$ cat src/rtl/serial_adder_ctrl_pkg.sv
// Shared definitions for the bit-serial adder controller: state encodings and
// the counter sizing helper.
package serial_adder_ctrl_pkg;

  localparam logic [1:0] ST_IDLE = 2'd0;
  localparam logic [1:0] ST_RUN  = 2'd1;
  localparam logic [1:0] ST_DONE = 2'd2;

  // The counter must be able to hold WIDTH-1 for every legal WIDTH (1..32).
  function automatic int cnt_width(input int width);
    return $clog2(width) + 1;
  endfunction

endpackage

$ cat src/rtl/serial_adder_ctrl_if.sv
// Start/done request interface between a requester and the serial adder.
interface serial_adder_ctrl_if #(
  parameter int WIDTH = 8
);
  logic             start;
  logic [WIDTH-1:0] op_a;
  logic [WIDTH-1:0] op_b;
  logic             busy;
  logic             done;
  logic [WIDTH-1:0] result;
  logic             carry_out;

  modport master (output start, op_a, op_b, input busy, done, result, carry_out);
  modport slave  (input start, op_a, op_b, output busy, done, result, carry_out);
endinterface

$ cat src/rtl/halfadder.sv
// Existing half-adder cell reused by the serial full-adder stage.
module halfadder (
  input  logic a_i,
  input  logic b_i,
  output logic s_o,
  output logic c_o
);
  assign s_o = a_i ^ b_i;
  assign c_o = a_i & b_i;
endmodule

$ cat src/rtl/serial_fa_stage.sv
// Combinational full-adder bit stage built from two half-adders and an OR.
module serial_fa_stage (
  input  logic a_i,
  input  logic b_i,
  input  logic cin_i,
  output logic s_o,
  output logic cout_o
);
  logic s1;
  logic c1;
  logic c2;

  halfadder u_ha0 (.a_i(a_i), .b_i(b_i),   .s_o(s1),  .c_o(c1));
  halfadder u_ha1 (.a_i(s1),  .b_i(cin_i), .s_o(s_o), .c_o(c2));

  assign cout_o = c1 | c2;
endmodule

$ cat src/rtl/serial_adder_ctrl.sv
// Bit-serial adder: one shared full-adder stage processes one bit per clock,
// LSB first, with the sum shifted into the result from the MSB end.
//
// state   | meaning
// IDLE    | waiting for start; result/carry_out held
// RUN     | one bit per edge, WIDTH edges total
// DONE    | one-cycle completion pulse, then back to IDLE
module serial_adder_ctrl
  import serial_adder_ctrl_pkg::*;
#(
  parameter int WIDTH = 8
) (
  input logic              clk,
  input logic              rst,
  serial_adder_ctrl_if.slave bus
);
  localparam int CNT_W = cnt_width(WIDTH);

  logic [1:0]       state_q, state_d;
  logic [CNT_W-1:0] cnt_q,   cnt_d;
  logic [WIDTH-1:0] a_q,     a_d;
  logic [WIDTH-1:0] b_q,     b_d;
  logic [WIDTH-1:0] res_q,   res_d;
  logic             carry_q, carry_d;
  logic             cout_q,  cout_d;

  logic fa_sum;
  logic fa_cout;

  serial_fa_stage u_fa (
    .a_i   (a_q[0]),
    .b_i   (b_q[0]),
    .cin_i (carry_q),
    .s_o   (fa_sum),
    .cout_o(fa_cout)
  );

  always_comb begin
    state_d = state_q;
    cnt_d   = cnt_q;
    a_d     = a_q;
    b_d     = b_q;
    res_d   = res_q;
    carry_d = carry_q;
    cout_d  = cout_q;
    case (state_q)
      ST_IDLE: begin
        if (bus.start) begin
          a_d     = bus.op_a;
          b_d     = bus.op_b;
          res_d   = '0;
          carry_d = 1'b0;
          cout_d  = 1'b0;
          cnt_d   = '0;
          state_d = ST_RUN;
        end
      end
      ST_RUN: begin
        a_d              = a_q >> 1;
        b_d              = b_q >> 1;
        res_d            = res_q >> 1;
        res_d[WIDTH-1]   = fa_sum;
        carry_d          = fa_cout;
        cnt_d            = cnt_q + CNT_W'(1);
        if (cnt_q == CNT_W'(WIDTH - 1)) begin
          cout_d  = fa_cout;
          state_d = ST_DONE;
        end
      end
      ST_DONE: state_d = ST_IDLE;
      default: state_d = ST_IDLE;
    endcase
  end

  always_ff @(posedge clk or posedge rst) begin
    if (rst) begin
      state_q <= ST_IDLE;
      cnt_q   <= '0;
      a_q     <= '0;
      b_q     <= '0;
      res_q   <= '0;
      carry_q <= 1'b0;
      cout_q  <= 1'b0;
    end else begin
      state_q <= state_d;
      cnt_q   <= cnt_d;
      a_q     <= a_d;
      b_q     <= b_d;
      res_q   <= res_d;
      carry_q <= carry_d;
      cout_q  <= cout_d;
    end
  end

  assign bus.busy      = (state_q == ST_RUN);
  assign bus.done      = (state_q == ST_DONE);
  assign bus.result    = res_q;
  assign bus.carry_out = cout_q;
endmodule
$ cat src/flat_wrapper.sv
// flat-port wrapper written by rule: the top's interface ports become plain ports
module serial_adder_ctrl_flat import serial_adder_ctrl_pkg::*;
#(
  parameter int WIDTH = 8
)
  (clk, rst, bus_start, bus_op_a, bus_op_b, bus_busy, bus_done, bus_result, bus_carry_out);
  serial_adder_ctrl_if #(.WIDTH(WIDTH)) bus_i ();
  input logic clk;
  input logic rst;
  input wire logic [$bits(bus_i.start)-1:0] bus_start;
  input wire logic [$bits(bus_i.op_a)-1:0] bus_op_a;
  input wire logic [$bits(bus_i.op_b)-1:0] bus_op_b;
  output wire logic [$bits(bus_i.busy)-1:0] bus_busy;
  output wire logic [$bits(bus_i.done)-1:0] bus_done;
  output wire logic [$bits(bus_i.result)-1:0] bus_result;
  output wire logic [$bits(bus_i.carry_out)-1:0] bus_carry_out;
  assign bus_i.start = bus_start;
  assign bus_i.op_a = bus_op_a;
  assign bus_i.op_b = bus_op_b;
  assign bus_busy = bus_i.busy;
  assign bus_done = bus_i.done;
  assign bus_result = bus_i.result;
  assign bus_carry_out = bus_i.carry_out;
  serial_adder_ctrl #(.WIDTH(WIDTH)) u_core (.clk(clk), .rst(rst), .bus(bus_i));
endmodule
$ cat config.mk
export PLATFORM = sky130hd
export DESIGN_NAME = serial_adder_ctrl_flat
export DESIGN_NICKNAME = d
export VERILOG_FILES = /design/src/rtl/serial_adder_ctrl_pkg.sv /design/src/rtl/serial_adder_ctrl_if.sv /design/src/rtl/halfadder.sv /design/src/rtl/serial_fa_stage.sv /design/src/rtl/serial_adder_ctrl.sv /design/src/flat_wrapper.sv
export SDC_FILE = /design/constraint.sdc
export NUM_CORES = 1
export LEC_CHECK = 0
export CAP_MARGIN = 20
export CORE_UTILIZATION = 44
export DETAILED_ROUTE_END_ITERATION = 10
export HOLD_SLACK_MARGIN = 0.05
export PLACE_DENSITY = 0.74
export SYNTH_ARGS = -nofsm -noshare
export SYNTH_HDL_FRONTEND = slang
export SYNTH_SLANG_ARGS = --single-unit
$ cat constraint.sdc
create_clock -name clk -period 1.41 [get_ports clk]
set_clock_uncertainty 0.2 [all_clocks]
set_input_delay 0.141 -clock clk [delete_from_list [all_inputs] [get_ports clk]]
set_output_delay 0.141 -clock clk [all_outputs]
set_load 0.01 [all_outputs]
* Yosys cells after proc, flatten, opt, wreduce, memory -nomap -nowiden *
Cells that the tools add are included.

word-level totals
  memories = 0
  word-level logic and storage cells = 38
  output and inout port bits = 11
  flip-flop bits (word level) = 32
  input port bits = 19
  memory bits (read-only) = 0
  latch bits = 0
  RAM bits = 0

cells by class
  div/mod/pow operators = 0
  $mul = 0
  shift operators = 0
  equal/unequal tests = 5
  mux-type cells = 15
  bitwise logic cells = 5
  $lt $le $gt $ge = 0
  reductions and logical operators = 5
  $add $sub $neg = 1

operator list
  cell                                                             count
  8-bit case mux with 2 select lines                               3
  8-bit 2-to-1 mux                                                 3
  4-bit case mux with 2 select lines                               1
  4-bit by 1-bit adder with 4-bit output, second input constant    1
  4-bit by 3-bit == test with 1-bit output, second input constant  1
  2-bit 2-to-1 mux                                                 2
  4-bit 2-to-1 mux                                                 1
  1-bit case mux with 2 select lines                               2
  2-bit case mux with 2 select lines                               1
  2-bit AND reduction                                              2
  3-bit AND reduction                                              1
  1-bit bitwise AND                                                2
  2-bit by 1-bit == test with 1-bit output, second input constant  1
  2-bit == test, second input constant                             1
  2-bit zero test                                                  1
  1-bit 2-to-1 mux                                                 2
  2-bit by 1-bit != test with 1-bit output, second input constant  1
  2-bit != test, second input constant                             1
  2-bit nonzero test                                               1
  1-bit bitwise XOR                                                2
  1-bit bitwise OR                                                 1

* Longest topological paths before layout *
  depth after elaboration = 5
  depth in mapped cells = 6

* Hierarchy *
From an unflattened synthesis, not the netlist that was laid out.

unflattened totals
  cell total of the unflattened synthesis = 125
  area, all modules = 1455.1 µm²

modules (own cells, without submodules)
  module             times used  cells an instance  area an instance (µm²)  seq. area each (µm²)
  serial_adder_ctrl  1           122                1423.9                  800.8
  halfadder          2           1                  12.5                    0.0
  serial_fa_stage    1           1                  6.3                     0.0

* Least setup slack after synthesis *
No wires, ideal clock.

  path kind = reg2reg
  start = register u_core.state_q[1]
  end = register u_core.res_q[0], in the netlist u_core.bus.result[0]
  path slack = 51 ps
  arrival time = 1039 ps
  period minus slack after synthesis = 1359 ps
  stages on the path, launching flop included = 5
  data required time = 1089 ps
  cell sequence = dfrtp_1 buf_2 o21bai_4 buf_2 a22o_1

on the way
  cells in the longest elaborated chain, start to end = 3
  elaborated cells on any way between the ends = 6
  classes of those cells = 2 x eq/ne; 1 x mux; 3 x reduce/logical

ends and longest elaborated chain
  what                                                                         RTL line                 RTL
  from (decl)                                                                  serial_adder_ctrl.sv:19  logic [1:0] state_q, state_d;
  from (signal assigned)                                                       serial_adder_ctrl.sv:85  state_q <= state_d;
  2-bit by 1-bit == test with 1-bit output or 2-bit zero test (tied branches)  serial_adder_ctrl.sv:46  case (state_q)
  2-bit nonzero test (no line) or 2-bit != test (tied branches)                -
  2-bit AND reduction (no line)                                                -
  to (signal assigned)                                                         serial_adder_ctrl.sv:89  res_q <= res_d;
  to (decl)                                                                    serial_adder_ctrl.sv:23  logic [WIDTH-1:0] res_q, res_d;

Several ways; a longest one is shown, not always the timed one.
A chain may end at the register's enable or synchronous reset.

* Final worst setup path *
  start = register u_core.state_q[0]
  end = register u_core.b_q[0]

on the way
  cells in the longest elaborated chain, start to end = 3
  elaborated cells on any way between the ends = 6
  classes of those cells = 2 x eq/ne; 1 x mux; 3 x reduce/logical

ends and longest elaborated chain
  what                                                                         RTL line                 RTL
  2-bit by 1-bit == test with 1-bit output or 2-bit zero test (tied branches)  serial_adder_ctrl.sv:46
  2-bit nonzero test (no line) or 2-bit != test (tied branches)                -
  2-bit AND reduction (no line)                                                -
  to (signal assigned)                                                         serial_adder_ctrl.sv:80  b_q <= '0;
  to (signal assigned)                                                         serial_adder_ctrl.sv:88  b_q <= b_d;
  to (decl)                                                                    serial_adder_ctrl.sv:22  logic [WIDTH-1:0] b_q, b_d;

Several ways; a longest one is shown, not always the timed one.

==> reports/qor.txt <==
via count: 1158
Worst R2R End: u_core.b_q[0]$_DFFE_PP0P_
ANT cells: 0
count leader, synth: dfrtp_1
Placement Setup Slack: -0.138 ns
Num Clock Sinks: 32
DRT iter0 DRCs: 31
top post-synthesis cells by count: 32 x dfrtp_1, 17 x nand2_1, 14 x a22oi_1
CORE AREA: 3030 um^2
drt wl/cell: 13.4 um
drc violations: 0
drt via density: 5.26
unrepaired setup endpoints after global routing: true
Mapped Nets: 143
gr usage total: 0.195
largest net degree at the start of global routing: 33
Max clock buf depth: 2
sequential area share after synthesis: 0.575
crit path DAT: 1.56 ns
outcome: complete, but fails checks
CTS buffer count: 5
Root Buffer: clkbuf_4
most frequent CP cell: buf_6
Setup crit end kind: register
Syn Area/Cell: 11.4 um^2
failing checks: setup timing
Top delay family on crit path: flip-flops
synthesized area: 1390 um^2
Synth Flop Type: dfrtp_1
Worst-Skew Late Latency: 0.33 ns
routed wire length: 2.94 mm
GP Congestion: 0.785
Clock transition at path regs: 0.10 ns
Initial Util: 0.460
layout cells sized above 1: 0.256
Routed Antenna Nets: 0
required time of the critical path: 1.46 ns
FF-to-FF Start: u_core.state_q[0]$_DFFE_PP0P_
HP Start: bus_op_a[7]
synth top area cells: dfrtp_1 58%, a22oi_1 7.5%, a22o_1 7.5%
fill count: 245
Tmin final: 1.52 ns
Worst Path Buf+Inv: 3
H-tree depth: 2
stages on the worst setup path: 6
layout overhead on the synthesized area: 43.9%
CP startpoint kind: register
Max Slew Vio Count: 0
yosys warns: 0
cells after synthesis: 122
final worst-path cycle share: 1.08
worst reg-to-reg setup slack: -0.11 ns
initial antenna violation count: 0
die width: 58.3 um
cells along the critical path: buf_6, buf_6, nor2b_4, buf_6, a22oi_2, o21ai_1
Yosys reg bits: 32
share of flip-flops with an asynchronous set or reset: 1.00
CTS tree: built
Slew @ Worst Pin: 0.226 ns
GRT overflow: 0
crit path to: u_core.b_q[0]$_DFFE_PP0P_
DR pass1 iterations: 4
PortBufs: 29
Setup-failing EPs final: 20
top cell type's share of synthesized area: 0.575
worst min path class: input pin to register
worst-path cell with the longest stage delay: dfrtp_2
setup TNS: -1.29 ns
vias in the first global route: 1139
Post-synth EDFFs: 0
final net count: 197
Die Y: 58.3 um
Die Footprint: 3390 um^2
leak pwr: 0.941 nW
Cell Pwr Density: 1990 nW/um^2
IO Pins: 30
DP HPWL: 2.02 mm
endpoints failing hold: 0
headroom to the max-slew limit: 0.849
first-pass GRT wire length: 5.00 mm
Setup CP Type: register to register
max incr delay on CP: 0.45 ns
FMAX: 660 MHz
setup slack after layout: -0.106 ns
worst r2r path cells: 6
area leader, netlist: dfrtp_1
Netlist cell types: 26
final core utilization: 0.662
critical path launch point: u_core.state_q[0]$_DFFE_PP0P_
max-capacitance violation count: 0
row cnt: 20
Critical Path Fanout Max: 7
worst vdd ir: 0.807 mV
## flip-flops by register name, summed over array words and instances, names as in the netlist
| signal | count |
|---|---|
| u_core.a_q | 8 |
| u_core.b_q | 8 |
| u_core.bus.result | 8 |
| u_core.cnt_q | 4 |
| u_core.state_q | 2 |
| u_core.bus.carry_out | 1 |
| u_core.carry_q | 1 |
## placed cells by master, fill, tap and decap left out, drive strengths merged
cell,synthesis,layout
dfrtp,32,32
buf,8,28
clkdlybuf4s50,0,18
nand2,17,17
o21ai,17,17
a22oi,14,14
a22o,12,12
dlygate4sd2,0,8
clkbuf,1,6
nand3,4,4
nor2b,3,3
a21o,2,2
inv,2,2
o21bai,1,1
nand2b,1,1
nand3b,1,1
nor2,1,1
and3b,1,1
nor3,1,1
a21oi,1,1
nor3b,1,1
fa,1,1
ha,1,1
clkinv,0,1
dlygate4sd3,0,1
clkdlybuf4s15,0,1
## per-layer routing
layer / GRT usage / vias up / share of wire
li1: - / 551 / -
met4: 0.0714 / 0 / 0.0071
met3: 0.0446 / 2 / 0.043
met2: 0.335 / 37 / 0.52
met5: 0 / - / 0
met1: 0.240 / 568 / 0.43
## per-stage QoR
stage          instances  total power [mW]  hold WS (ns)  instance area (um^2)
2_1_floorplan        122              2.53        0.0572                  1390
3_3_place_gp         200              3.10         0.265                  1790
3_5_place_dp         200              3.18         0.275                  1790
4_1_cts              215              3.87         0.207                  1950
5_1_grt              220              4.27         0.220                  2000
6_report             220              3.99         0.215                  2000
## layout make-up
cell class / instances / area [um^2] / area share
repair buffers: 56 / 541 / 0.270
flip-flops and latches: 32 / 802 / 0.400
clock buffers: 6 / 41.3 / 0.0206
clock inverters: 1 / 5.00 / 0.00250
inverters: 2 / 7.51 / 0.00375
well taps: 44 / 55.1 / 0.0275
multi-input cells: 79 / 553 / 0.276
## cell families (layout without fill, tap and decap cells)
| kind of cell | Yosys count | count (layout) | synth area share |
|---|---|---|---|
| buf+inv | 11 | 65 | 0.0494 |
| compound gates | 47 | 47 | 0.240 |
| simple gates | 30 | 30 | 0.112 |
| fa+ha+maj | 2 | 2 | 0.0234 |
| flops | 32 | 32 | 0.575 |
## worst min path at each step
stage                                            to  slack (ns)  cells after the start
final                     u_core.a_q[7]$_DFFE_PP0P_        0.22                      2
after global routing      u_core.a_q[7]$_DFFE_PP0P_        0.22                      2
after global placement    u_core.a_q[3]$_DFFE_PP0P_        0.26                      2
after CTS                 u_core.a_q[7]$_DFFE_PP0P_        0.21                      2
after floorplan           u_core.a_q[0]$_DFFE_PP0P_        0.06                      1
after detailed placement  u_core.a_q[1]$_DFFE_PP0P_        0.27                      2
## power breakdown
group	internal, mW	switching [mW]	total, mW
logic	1.11	0.857	1.97
clock network	0.183	0.296	0.479
registers	1.28	0.265	1.54
total	2.57	1.42	3.99
## repair_timing
action                                  CTS  global route
endpoints found under the setup margin   40            35
gates resized for setup                  31            11
endpoints found under the hold margin    32             0
cloned                                    0             1
hold buffers                              1             0
setup buffers                             7             4
pin swaps                                 1             4
(Power assumes the default switching activity.)
